**src/rtl/fetch_unit.sv**
```systemverilog
// rtl/fetch_unit.sv - instruction fetch FSM with in-order instruction queue; optional FETCH_QUEUE_BYPASS_EN
module fetch_unit #(
    parameter logic [31:0] RESET_PC    = 32'h1eceb000,
    parameter int          QUEUE_DEPTH = 4
) (
    input  logic        clk,
    input  logic        rst,
    output logic [31:0] imem_addr,
    output logic [3:0]  imem_rmask,
    input  logic [31:0] imem_rdata,
    input  logic        imem_resp,
    input  logic        redirect,
    input  logic [31:0] redirect_pc,
    output logic        out_valid,
    input  logic        out_ready,
    output logic [31:0] out_pc,
    output logic [31:0] out_inst
);

    localparam int PTR_W = $clog2(QUEUE_DEPTH);
    localparam int CNT_W = PTR_W + 1;
    localparam logic [CNT_W-1:0] DEPTH_C = CNT_W'(QUEUE_DEPTH);

    typedef enum logic [1:0] {
        IDLE  = 2'd0,
        REQ   = 2'd1,
        WAIT  = 2'd2,
        DRAIN = 2'd3
    } state_t;

    state_t             state_q, state_d;
    logic [31:0]        pc_q, pc_d;
    logic [3:0]         rmask_q, rmask_d;
    logic               run_q, run_d;
    logic [CNT_W-1:0]   count_q, count_d;
    logic [PTR_W-1:0]   rd_ptr_q, rd_ptr_d;
    logic [PTR_W-1:0]   wr_ptr_q, wr_ptr_d;
    logic [31:0]        qpc_q   [QUEUE_DEPTH];
    logic [31:0]        qinst_q [QUEUE_DEPTH];

    logic               head_valid;
    logic               pop;
    logic               push;
    logic               bypass;
    logic               wait_resp;
    logic               may_issue;
    logic               credit_after;
    logic [31:0]        redirect_pc_a;
    logic               unused_redirect_bits;

    assign unused_redirect_bits = ^redirect_pc[1:0];
    assign imem_addr  = pc_q;
    assign imem_rmask = rmask_q;

    // Queue handshake, credit and bypass qualification
    always_comb begin
        redirect_pc_a = {redirect_pc[31:2], 2'b00};
        head_valid    = (count_q != '0);
        pop           = head_valid && out_ready;
        wait_resp     = (state_q == WAIT) && imem_resp;
`ifdef FETCH_QUEUE_BYPASS_EN
        bypass        = wait_resp && !redirect && !head_valid && out_ready;
`else
        bypass        = 1'b0;
`endif
        push          = wait_resp && !redirect && !bypass;
        // run_q holds IDLE for one cycle after reset release; a same-cycle pop is not credit
        may_issue     = run_q && (count_q < DEPTH_C);
        credit_after  = (count_q + CNT_W'(push)) < DEPTH_C;
    end

    // Fetch FSM next state, next pc and registered read mask
    always_comb begin
        state_d = state_q;
        pc_d    = pc_q;
        run_d   = 1'b1;
        case (state_q)
            IDLE: begin
                if (redirect) begin
                    pc_d = redirect_pc_a;
                end else if (may_issue) begin
                    state_d = REQ;
                end
            end
            REQ: begin
                if (redirect) begin
                    pc_d    = redirect_pc_a;
                    state_d = DRAIN;
                end else begin
                    state_d = WAIT;
                end
            end
            WAIT: begin
                if (redirect) begin
                    pc_d    = redirect_pc_a;
                    state_d = imem_resp ? IDLE : DRAIN;
                end else if (imem_resp) begin
                    pc_d    = pc_q + 32'd4;
                    state_d = credit_after ? REQ : IDLE;
                end
            end
            DRAIN: begin
                // the abandoned request still owes a response; swallow it before issuing again
                if (redirect) begin
                    pc_d = redirect_pc_a;
                end
                if (imem_resp) begin
                    state_d = IDLE;
                end
            end
            default: state_d = IDLE;
        endcase
        rmask_d = (state_d == REQ) ? 4'hF : 4'h0;
    end

    // Queue pointer and occupancy update; redirect flushes after any coincident pop
    always_comb begin
        if (redirect) begin
            count_d  = '0;
            rd_ptr_d = '0;
            wr_ptr_d = '0;
        end else begin
            count_d  = count_q + CNT_W'(push) - CNT_W'(pop);
            rd_ptr_d = rd_ptr_q + PTR_W'(pop);
            wr_ptr_d = wr_ptr_q + PTR_W'(push);
        end
    end

    // Consumer-facing head of queue, or the live response when bypassing
    always_comb begin
        out_valid = head_valid;
        out_pc    = head_valid ? qpc_q[rd_ptr_q]   : 32'h0;
        out_inst  = head_valid ? qinst_q[rd_ptr_q] : 32'h0;
`ifdef FETCH_QUEUE_BYPASS_EN
        if (bypass) begin
            out_valid = 1'b1;
            out_pc    = pc_q;
            out_inst  = imem_rdata;
        end
`endif
    end

    // Control state registers
    always_ff @(posedge clk or negedge rst) begin
        if (!rst) begin
            state_q  <= IDLE;
            pc_q     <= RESET_PC;
            rmask_q  <= 4'h0;
            run_q    <= 1'b0;
            count_q  <= '0;
            rd_ptr_q <= '0;
            wr_ptr_q <= '0;
        end else begin
            state_q  <= state_d;
            pc_q     <= pc_d;
            rmask_q  <= rmask_d;
            run_q    <= run_d;
            count_q  <= count_d;
            rd_ptr_q <= rd_ptr_d;
            wr_ptr_q <= wr_ptr_d;
        end
    end

    // Queue storage; contents are only meaningful below count_q so no reset is needed
    always_ff @(posedge clk) begin
        if (push) begin
            qpc_q[wr_ptr_q]   <= pc_q;
            qinst_q[wr_ptr_q] <= imem_rdata;
        end
    end

endmodule

```
**config.mk**
```make
export PLATFORM = sky130hd
export DESIGN_NAME = fetch_unit
export DESIGN_NICKNAME = d
export VERILOG_FILES = /design/src/rtl/fetch_unit.sv
export SDC_FILE = /design/constraint.sdc
export NUM_CORES = 1
export LEC_CHECK = 0
export ABC_AREA = 0
export CAP_MARGIN = 20
export CORE_AREA = 2 2 151 153
export CTS_CLUSTER_DIAMETER = 40
export CTS_CLUSTER_SIZE = 30
export DETAILED_ROUTE_END_ITERATION = 10
export DIE_AREA = 0 0 153 155
export GPL_TIMING_DRIVEN = 0
export PLACE_DENSITY = 0.8
export SYNTH_ARGS = -nofsm -noshare
export SYNTH_HDL_FRONTEND = slang
export SYNTH_SLANG_ARGS = --single-unit
```
**constraint.sdc**
```tcl
create_clock -name clk -period 7.45 [get_ports clk]
set_input_delay 2.235 -clock clk [delete_from_list [all_inputs] [get_ports clk]]
set_output_delay 2.235 -clock clk [all_outputs]
set_load 0.005 [all_outputs]
```
# After elaboration in Yosys (flattened, before gate mapping)
# Memory sizes are Yosys's and may differ from the RTL's.
# Cells that the tools add are included.
[classes] addsub=5 multipliers=0 div=0 order_cmp=2 eq_ne=6 n_shift=0 muxes=21 n_bitwise=0 reduce_logical=9
[op_table] operator="two-way mux 32 bit" count=5
[op_table] operator="one-hot mux 32 bit (2 select lines)" count=1
[op_table] operator="adder 32 x 3 -> 32 bit, second input constant" count=1
[op_table] operator="two-way mux 2 bit" count=8
[op_table] operator="one-hot mux 2 bit (4 select lines)" count=1
[op_table] operator="< comparator 3 bit, second input constant" count=2
[op_table] operator="adder 2 x 1 -> 2 bit" count=2
[op_table] operator="equality test 2 x 1 -> 1 bit, second input constant" count=2
[op_table] operator="equality test 2 bit, second input constant" count=2
[op_table] operator="logical AND 1 bit" count=4
[op_table] operator="two-way mux 1 bit" count=4
[op_table] operator="two-way mux 4 bit" count=1
[op_table] operator="adder 3 x 1 -> 3 bit" count=1
[op_table] operator="two-way mux 3 bit" count=1
[op_table] operator="!= test 3 bit, second input constant" count=1
[op_table] operator="nonzero test 3 bit" count=1
[op_table] operator="OR reduction 3 bit" count=1
[op_table] operator="subtractor 3 x 1 -> 3 bit" count=1
[op_table] operator="logical NOT 2 bit" count=1
[op_table] operator="!= test 2 x 1 -> 1 bit, second input constant" count=1
[op_table] operator="AND reduction 2 bit" count=1
[op_table] operator="logical NOT 1 bit" count=1
[totals] regBits=46 latchBits=0 ram_bits=256 mem_bits_ro=0 inputBits=69 output_inout_bits=101 word_cells=52 mem_count=2
[mem_list] name="qinst_q" depth=4 word_bits=32 read_ports=1 rd_clocked_by_memory_dff=0 write_ports=1 line="39" text="logic [31:0] qinst_q [QUEUE_DEPTH];"
[mem_list] name="qpc_q" depth=4 word_bits=32 read_ports=1 rd_clocked_by_memory_dff=0 write_ports=1 line="38" text="logic [31:0] qpc_q [QUEUE_DEPTH];"

# Logic depth before layout (Yosys ltp)
# Gate-level depths: netlist (run 1).
[depth] depth_word=11 depth_mapped=11 depth_no_buf=9

# Least setup slack after synthesis (run 1)
# Ideal clock, no wire load.
[synth_timing] kind="input port to flip-flop" from="in imem_resp" to="mem qinst_q[0][0] (enable)" setup_time_ns=0.558 t_arrival_ns=7.221 required_ns=6.892 slack_ns=-0.330 path_stages=5 n_path_buf=2 path_cell_list="clkbuf_1 and3b_1 clkbuf_1 nand2_1 nor3_1"
[synth_via] elab_chain_cells=4
[synth_rtl] item="start, declared" line="11" text="input logic imem_resp,"
[synth_rtl] item="logical AND 1 bit" line="60" text="wait_resp = (state_q == WAIT) && imem_resp;"
[synth_rtl] item="logical AND 1 bit" line="66" text="push = wait_resp && !redirect && !bypass;"
[synth_rtl] item="two-way mux 1 bit" line="166" text="if (push) begin"
[synth_rtl] item="two-way mux 1 bit (not written as such)" line="168" text="qinst_q[wr_ptr_q] <= imem_rdata;"
[synth_rtl] item="end, declared" line="39"
# No other way between the ends.

# Worst setup path after layout (run 1)
[layout_timing] from="reg rd_ptr_q[1]" to="out out_pc[14]"
[layout_via] elab_chain_cells=2
[layout_rtl] item="start, declared" line="36" text="logic [PTR_W-1:0] rd_ptr_q, rd_ptr_d;"
[layout_rtl] item="start signal, assigned" line="159" text="rd_ptr_q <= rd_ptr_d;"
[layout_rtl] item="memory read (4 x 32 bit)"
[layout_rtl] item="two-way mux 32 bit" line="132" text="out_pc = head_valid ? qpc_q[rd_ptr_q] : 32'h0;"
[layout_rtl] item="end, declared" line="16" text="output logic [31:0] out_pc,"
# No other way between the ends.

==> run_results.csv, run 1 <==
group,metric,value,unit
drt,postRouteWirelength,27.5,mm
sta,hold_ws,0.570,ns
synth,synth_top_flop_cell,"edfxtp_1",
sta,final.min_clock_period,5.27,ns
finish,layout.nets,1001,
floorplanning,num_io_pins,170,
global_routing,grt_start_max_net_pins,44,
worst_hold_path,hold_class,"register to register",
synth,synth_edf_count,248,
placement,placedCellCount,1173,
sta,setup_viol_count_final,0,
drt,drt.antenna.violating_nets,0,
finish,multi_input_area,0.00333,mm^2
synth,synth-seq-cells,289,
global_routing,grt_pass1_wl,42.7,mm
clock_network,clock_sink_count,289,
synth,async_flop_share,0.142,
setup_path,critical_path.max_stage_delay,0.78,ns
setup_path,critical_path.reg2reg.startpoint,"state_q[0]",
clock_network,clock_tree.buffer_depth,3,
sta,max_freq,190,MHz
power_and_ir_drop,total_power,0.00564,W
clock_network,path_clk_slew,0.06,ns
floorplanning,die_width,153,um
clock_network,cts_hold_repair.buffers,0,
placement,detailed_place_hpwl,17.8,mm
synth,post-synth-top-area-cell,"edfxtp_1",
synth,synth_warnings,0,
global_routing,globalRouteOverflowTotal,0,
finish,layout_commonest_cell,"edfxtp_1",
setup_path,critPathArrivalTime,3.04,ns
setup_path,cp_data_required_time,5.22,ns
finish,finish.cell_count_without_fillers,1236,
worst_hold_path,whs_path_depth,0,
setup_path,timing.setup.critical_path_class,"register to output pin",
floorplanning,coreArea,0.0222,mm^2
drt,detailroute.via_count,7349,
sta,slew-limit-headroom,0.352,
global_routing,first_global_vias,7496,
setup_path,crit_path_cells,"clkbuf_1, clkbuf_1, mux4_2, nor2b_1, clkdlybuf4s50_1",
global_routing,globalRouteTotalUtil,0.234,
finish,final_layout_size_suffix_gt1_frac,0.190,
job,maxCapViolCount,0,
finish,num_antenna_cells,0,
placement,globalplace.congestion,0.970,
clock_network,clk_latency_worst_skew_pair,0.50,ns
clock_network,cts_made_buffers,35,
clock_network,cts_tree,"yes",
power_and_ir_drop,power.ir.vdd_worst,0.000288,V
finish,postLayoutCoreUtil,0.698,
drt,viasPerCell,5.95,
clock_network,root_buffer,"clkbuf_16",
placement,place.port_buffers,162,
finish,most-common-layout-cells,"edfxtp_1, clkdlybuf4s50_1, nor2b_1",
sta,final-hold-violation-count,0,
sta,min_period_over_period,0.708,
finish,area_delta_synth_final,28.8,%
sta,setup_repair_after_global_routing_missed_its_margin,"false",
sta,finalMaxSlewViolations,0,
clock_network,htreeDepth,2,
synth,syn-instance-count,713,
floorplanning,fp-row-count,55,
setup_path,setup.reg_to_reg.worst_slack,4.23,ns
sta,fin_worst_skew,0.0179,ns
synth,synth-seq-area-share,0.705,
floorplanning,die-height,155,um
synth,ys_types,64,
setup_path,crit_path_max_fanout,10,
synth,yosysTopAreaCellShare,0.619,
floorplanning,die_area,0.0237,mm^2
setup_path,critical-path-top-cell-by-count,"clkbuf_1",
finish,regArea,0.00849,mm^2
global_routing,grt_antenna_before_repair,0,
finish,fillers,1437,
setup_path,cp_slowest_cell,"clkbuf_1",
synth,post_synthesis_cell_area,0.0120,mm^2
synth,syn-mean-instance-area,16.9,um^2
setup_path,crit_path_end,"out_pc[14]",
drt,routedWlPerCell,22.3,um
power_and_ir_drop,power_leakage,5.08,nW
floorplanning,initial_utilization,0.542,
setup_path,timing.critical_path.from,"rd_ptr_q[1]",
drt,route.detailed.drc,0,
setup_path,worstReg2RegEnd,"qinst_q[2][21]",
clock_network,cts.repair.resized,0,
synth,synth.area.top_cells,"edfxtp_1, mux4_2, dfrtp_1",
clock_network,post-cts-setup-buffer-count,0,
power_and_ir_drop,power_per_cell_area,364,mW/mm^2
drt,drt_pre_antenna_iters,5,
setup_path,start_kind,"register",
run_status,run_status,"completed",
sta,worst_pin_slew,0.971,ns
drt,drt_iter0_markers,712,
setup_path,worst-r2r-cell-count,9,
setup_path,cp-end-kind,"output pin",
## layer usage
layer / vias up / wire length [um] / global-route usage
li1: 3257 / - / -
met1: 3657 / 11300 / 0.322
met2: 379 / 13500 / 0.383
met3: 56 / 2160 / 0.0501
met4: 0 / 599 / 0.0675
met5: - / 0 / 0
## Yosys cell counts, types with 3 or more instances
master      n
nor2_1     24
edfxtp_1  248
o211ai_1    4
or4_1       4
clkbuf_1   27
nor3_1      9
buf_4       7
a31oi_1     3
and3_1      6
a211oi_1    3
and4_1      4
o22ai_1     7
nand2b_1    3
mux4_2     62
or3_1       4
nor2b_1    65
xnor2_1     5
o21ai_0    11
nand3_1    14
a22oi_1     5
dfstp_2    12
a311oi_1    4
buf_2      11
clkbuf_2    3
inv_1       8
nand2_1    35
dfrtp_1    29
buf_1       3
o31a_1      6
o31ai_1     3
nand4_1     7
nor4_1      8
a21oi_1    22
ha_1        7
o311ai_0    5
## through the flow
step           worst slack (ns)  area [um^2]  setup TNS [ns]
2_1_floorplan              1.12        12100               0
3_3_place_gp              -1.59        14000         -239.74
3_5_place_dp               2.07        14300               0
4_1_cts                    2.15        15500               0
5_1_grt                    2.01        15500               0
6_report                   2.18        15500               0
## sequential cells by signal, indices dropped and copies added, names as in the netlist
| name | cells |
|---|---|
| count_q | 3 |
| imem_addr | 30 |
| imem_rmask | 1 |
| qinst_q | 128 |
| qpc_q | 120 |
| rd_ptr_q | 2 |
| run_q | 1 |
| state_q | 2 |
| wr_ptr_q | 2 |
## cells by family after synthesis
kind of cell    synth area share
compound gates            0.0490
xor+xnor                 0.00437
fa+ha+maj                0.00728
buf+inv                   0.0220
flops                      0.705
mux                        0.117
other cells             0.000624
simple gates              0.0948
## power by group
group | internal [W] | switching [W] | total [W]
Combinational | 0.000989 | 0.000803 | 0.00179
Clock | 0.00104 | 0.000698 | 0.00174
Sequential | 0.00194 | 0.000172 | 0.00211
Total | 0.00397 | 0.00167 | 0.00564
## critical path, delay by kind of cell, from the launching register on
kind                   cells  cell delay, ns
buffers and inverters      3            1.68
muxes                      1            0.35
DFF                        1            0.32
and+or+nand+nor            1            0.19
## area by class of cell
cell class | count | share of cell area
sequential | 289 | 0.547
multi-input combinational | 368 | 0.215
timing repair buffer | 172 | 0.119
clock buffer | 38 | 0.0600
tap | 285 | 0.0230
clock inverter | 25 | 0.0187
buffer | 51 | 0.0152
inverter | 8 | 0.00194
## worst min path at each step
stage | startpoint | end | slack [ns]
final | imem_addr[19] | qpc_q[2][19] | 0.57
after global routing | imem_addr[19] | qpc_q[2][19] | 0.58
after CTS | imem_addr[19] | qpc_q[2][19] | 0.57
after detailed placement | imem_addr[19] | qpc_q[1][19] | 0.56
after global placement | imem_addr[19] | qpc_q[1][19] | 0.56
after floorplan | imem_addr[4] | qpc_q[0][4] | 0.52
No activity file was read; power rests on OpenSTA's default activity.
==> run 2, diff against run 1 <==
- clock period: 7.45 -> 5.4 ns (I/O delays scaled with it)
==> run 2 against run 1 <==
  * Clock skew decreased by 0.0016 ns
  * Largest cell class unchanged
  * Setup slack worse by 1.4 ns
  * Clock power is 45% higher
  * Non-clock buffer count increased by 1
  * Combinational power rose by 38%
  * Highest routed layer unchanged
  * Critical path type unchanged
  * Sequential power rose by 38%
  * First-iteration DRC count shrank 30%
  * Final cell count increased by 0.49%
  * Power up 40%
  * Sequential cell count unchanged
  * Cell area grew 0.31%
  * Largest power group unchanged
  * Sequential share of layout area fell by 0.17 points
==> run_results.csv, run 2 (synthesized netlist as in run 1, its figures left out) <==
group,metric,value,unit
run_status,run_status,"completed",
clock_network,htreeDepth,2,
floorplanning,num_io_pins,170,
floorplanning,fp-row-count,55,
drt,drt_iter0_markers,496,
sta,setup_viol_count_final,0,
drt,detailroute.via_count,7479,
clock_network,cts_tree,"yes",
drt,routedWlPerCell,22.8,um
finish,fillers,1439,
sta,slew-limit-headroom,0.358,
global_routing,grt_pass1_wl,43.8,mm
clock_network,root_buffer,"clkbuf_16",
setup_path,cp_data_required_time,3.78,ns
finish,area_delta_synth_final,29.2,%
sta,setup_repair_after_global_routing_missed_its_margin,"false",
floorplanning,die_width,153,um
setup_path,critical-path-top-delay-family,"buffers and inverters",
sta,max_freq,215,MHz
floorplanning,coreArea,0.0222,mm^2
power_and_ir_drop,power_leakage,5.12,nW
sta,fin_worst_skew,0.0164,ns
floorplanning,initial_utilization,0.542,
clock_network,clock_tree.buffer_depth,3,
drt,drt_pre_antenna_iters,5,
sta,min_period_over_period,0.863,
sta,fin_tns_setup,0,ns
setup_path,timing.setup.critical_path_class,"register to output pin",
setup_path,crit_path_max_fanout,10,
power_and_ir_drop,power_switching_share,0.297,
finish,final_layout_size_suffix_gt1_frac,0.191,
power_and_ir_drop,total_switching_power,0.00235,W
placement,detailed_place_hpwl,18.2,mm
sta,worst_pin_slew,0.960,ns
clock_network,clk_latency_worst_skew_pair,0.52,ns
finish,largest_register_ff_count,128,
clock_network,cts_hold_repair.buffers,0,
clock_network,clock_sink_count,289,
clock_network,path_clk_slew,0.06,ns
power_and_ir_drop,p_comb_frac,0.313,
worst_hold_path,hold_class,"register to register",
sta,final.min_clock_period,4.66,ns
setup_path,cp_slowest_cell,"mux4_2",
global_routing,grt_start_max_net_pins,39,
setup_path,crit_path_cells,"clkbuf_1, buf_2, mux4_2, nor2b_1, clkdlybuf4s50_1",
setup_path,cp-end-kind,"output pin",
global_routing,globalRouteTotalUtil,0.241,
floorplanning,die_area,0.0237,mm^2
placement,globalplace.congestion,0.927,
global_routing,globalRouteOverflowTotal,0,
clock_network,cts_made_buffers,37,
power_and_ir_drop,power.ir.vdd_worst,0.000331,V
setup_path,critical_path.max_stage_delay,0.58,ns
drt,route.detailed.drc,0,
drt,drt.antenna.violating_nets,0,
setup_path,cp.buffers_inverters,3,
finish,num_antenna_cells,0,
setup_path,critPathArrivalTime,3.04,ns
clock_network,post-cts-setup-buffer-count,0,
placement,place.port_buffers,162,
finish,layout_commonest_cell,"edfxtp_1",
power_and_ir_drop,power_per_cell_area,508,mW/mm^2
job,maxCapViolCount,0,
drt,viasPerCell,6.02,
power_and_ir_drop,intPower,0.00556,W
floorplanning,die-height,155,um
finish,most-common-layout-cells,"edfxtp_1, clkdlybuf4s50_1, nor2b_1",
global_routing,grt_antenna_before_repair,0,
setup_path,start_kind,"register",
power_and_ir_drop,pwr-share-seq,0.368,
sta,finalMaxSlewViolations,0,
power_and_ir_drop,clkPwrFrac,0.319,
global_routing,first_global_vias,7634,
drt,postRouteWirelength,28.3,mm
finish,register_with_the_highest_flop_count,"qinst_q",
sta,final-hold-violation-count,0,
sta,hold_ws,0.575,ns
finish,layout.nets,1004,
clock_network,cts.repair.resized,0,
## run 2: cell count changes in the layout (fill, tap and decap cells not counted), sizes merged
cell | previous run | this run
buf | 32 | 33
clkbuf | 68 | 73
clkinvlp | 3 | 0
clkinv | 7 | 13
inv | 20 | 17
## run 2: worst reg2reg max path: stages, from the launching register on
cell and delay [ns]:
dfrtp_1 0.35, buf_2 0.16, and3b_1 0.21, clkbuf_1 0.43, nand2_1 0.34, inv_1 0.37
nand2_1 0.15, nor2_4 0.54, buf_12 0.27, buf_12 0.22
## run 2: area by class of cell
cell class / count / area [um^2] / share of cell area
clock buffer: 43 / 1000 / 0.0644
buffer: 51 / 235 / 0.0151
clock inverter: 25 / 288 / 0.0185
sequential: 289 / 8490 / 0.546
tap: 285 / 357 / 0.0229
timing repair buffer: 173 / 1830 / 0.118
inverter: 8 / 30.0 / 0.00193
multi-input combinational: 368 / 3330 / 0.214
## run 2: per-layer routing
metal,global-route usage,part of all wire,up-vias
li1,-,-,3263
met1,0.334,0.41,3765
met2,0.402,0.49,396
met3,0.0471,0.082,55
met4,0.0613,0.020,0
met5,0,0,-
## run 2: power groups by stage
stage | clock, W | sequential [W] | combinational (W)
after global placement | 0 | 0.00294 | 0.00243
after global routing | 0.00264 | 0.00294 | 0.00269
final | 0.00252 | 0.00291 | 0.00247
after detailed placement | 0 | 0.00295 | 0.00249
after floorplan | 0 | 0.00287 | 0.00123
after CTS | 0.00255 | 0.00291 | 0.00251
## run 2: worst paths after layout
path	end	cells after the start	slack [ns]	startpoint
hold / removal	qpc_q[1][19]	0	0.58	imem_addr[19]
setup / recovery	out_pc[10]	5	0.74	rd_ptr_q[0]
hold reg to reg	qpc_q[1][19]	0	0.58	imem_addr[19]
max in group asynchronous	imem_addr[22]	2	3.75	rst
min in group asynchronous	imem_addr[30]	1	1.06	rst
setup reg to reg	qinst_q[2][7]	9	2.04	state_q[0]
## run 2: stage by stage
| stage | total power (W) | worst slack [ns] | area, um^2 | util | std cells |
|---|---|---|---|---|---|
| after global placement | 0.00537 | -2.37 | 14000 | 0.632 | 1163 |
| after CTS | 0.00797 | 0.709 | 15600 | 0.700 | 1242 |
| after global routing | 0.00826 | 0.606 | 15600 | 0.700 | 1242 |
| final | 0.00791 | 0.738 | 15600 | 0.700 | 1242 |
| after floorplan | 0.00410 | 0.128 | 12100 | - | 716 |
| after detailed placement | 0.00544 | 0.495 | 14300 | 0.642 | 1174 |
==> run 3, diff against run 2 <==
- SKIP_CTS_REPAIR_TIMING: not set -> 1
==> results of run 3 <==
No change in the layout: final DEF, timing and power equal those of run 2.
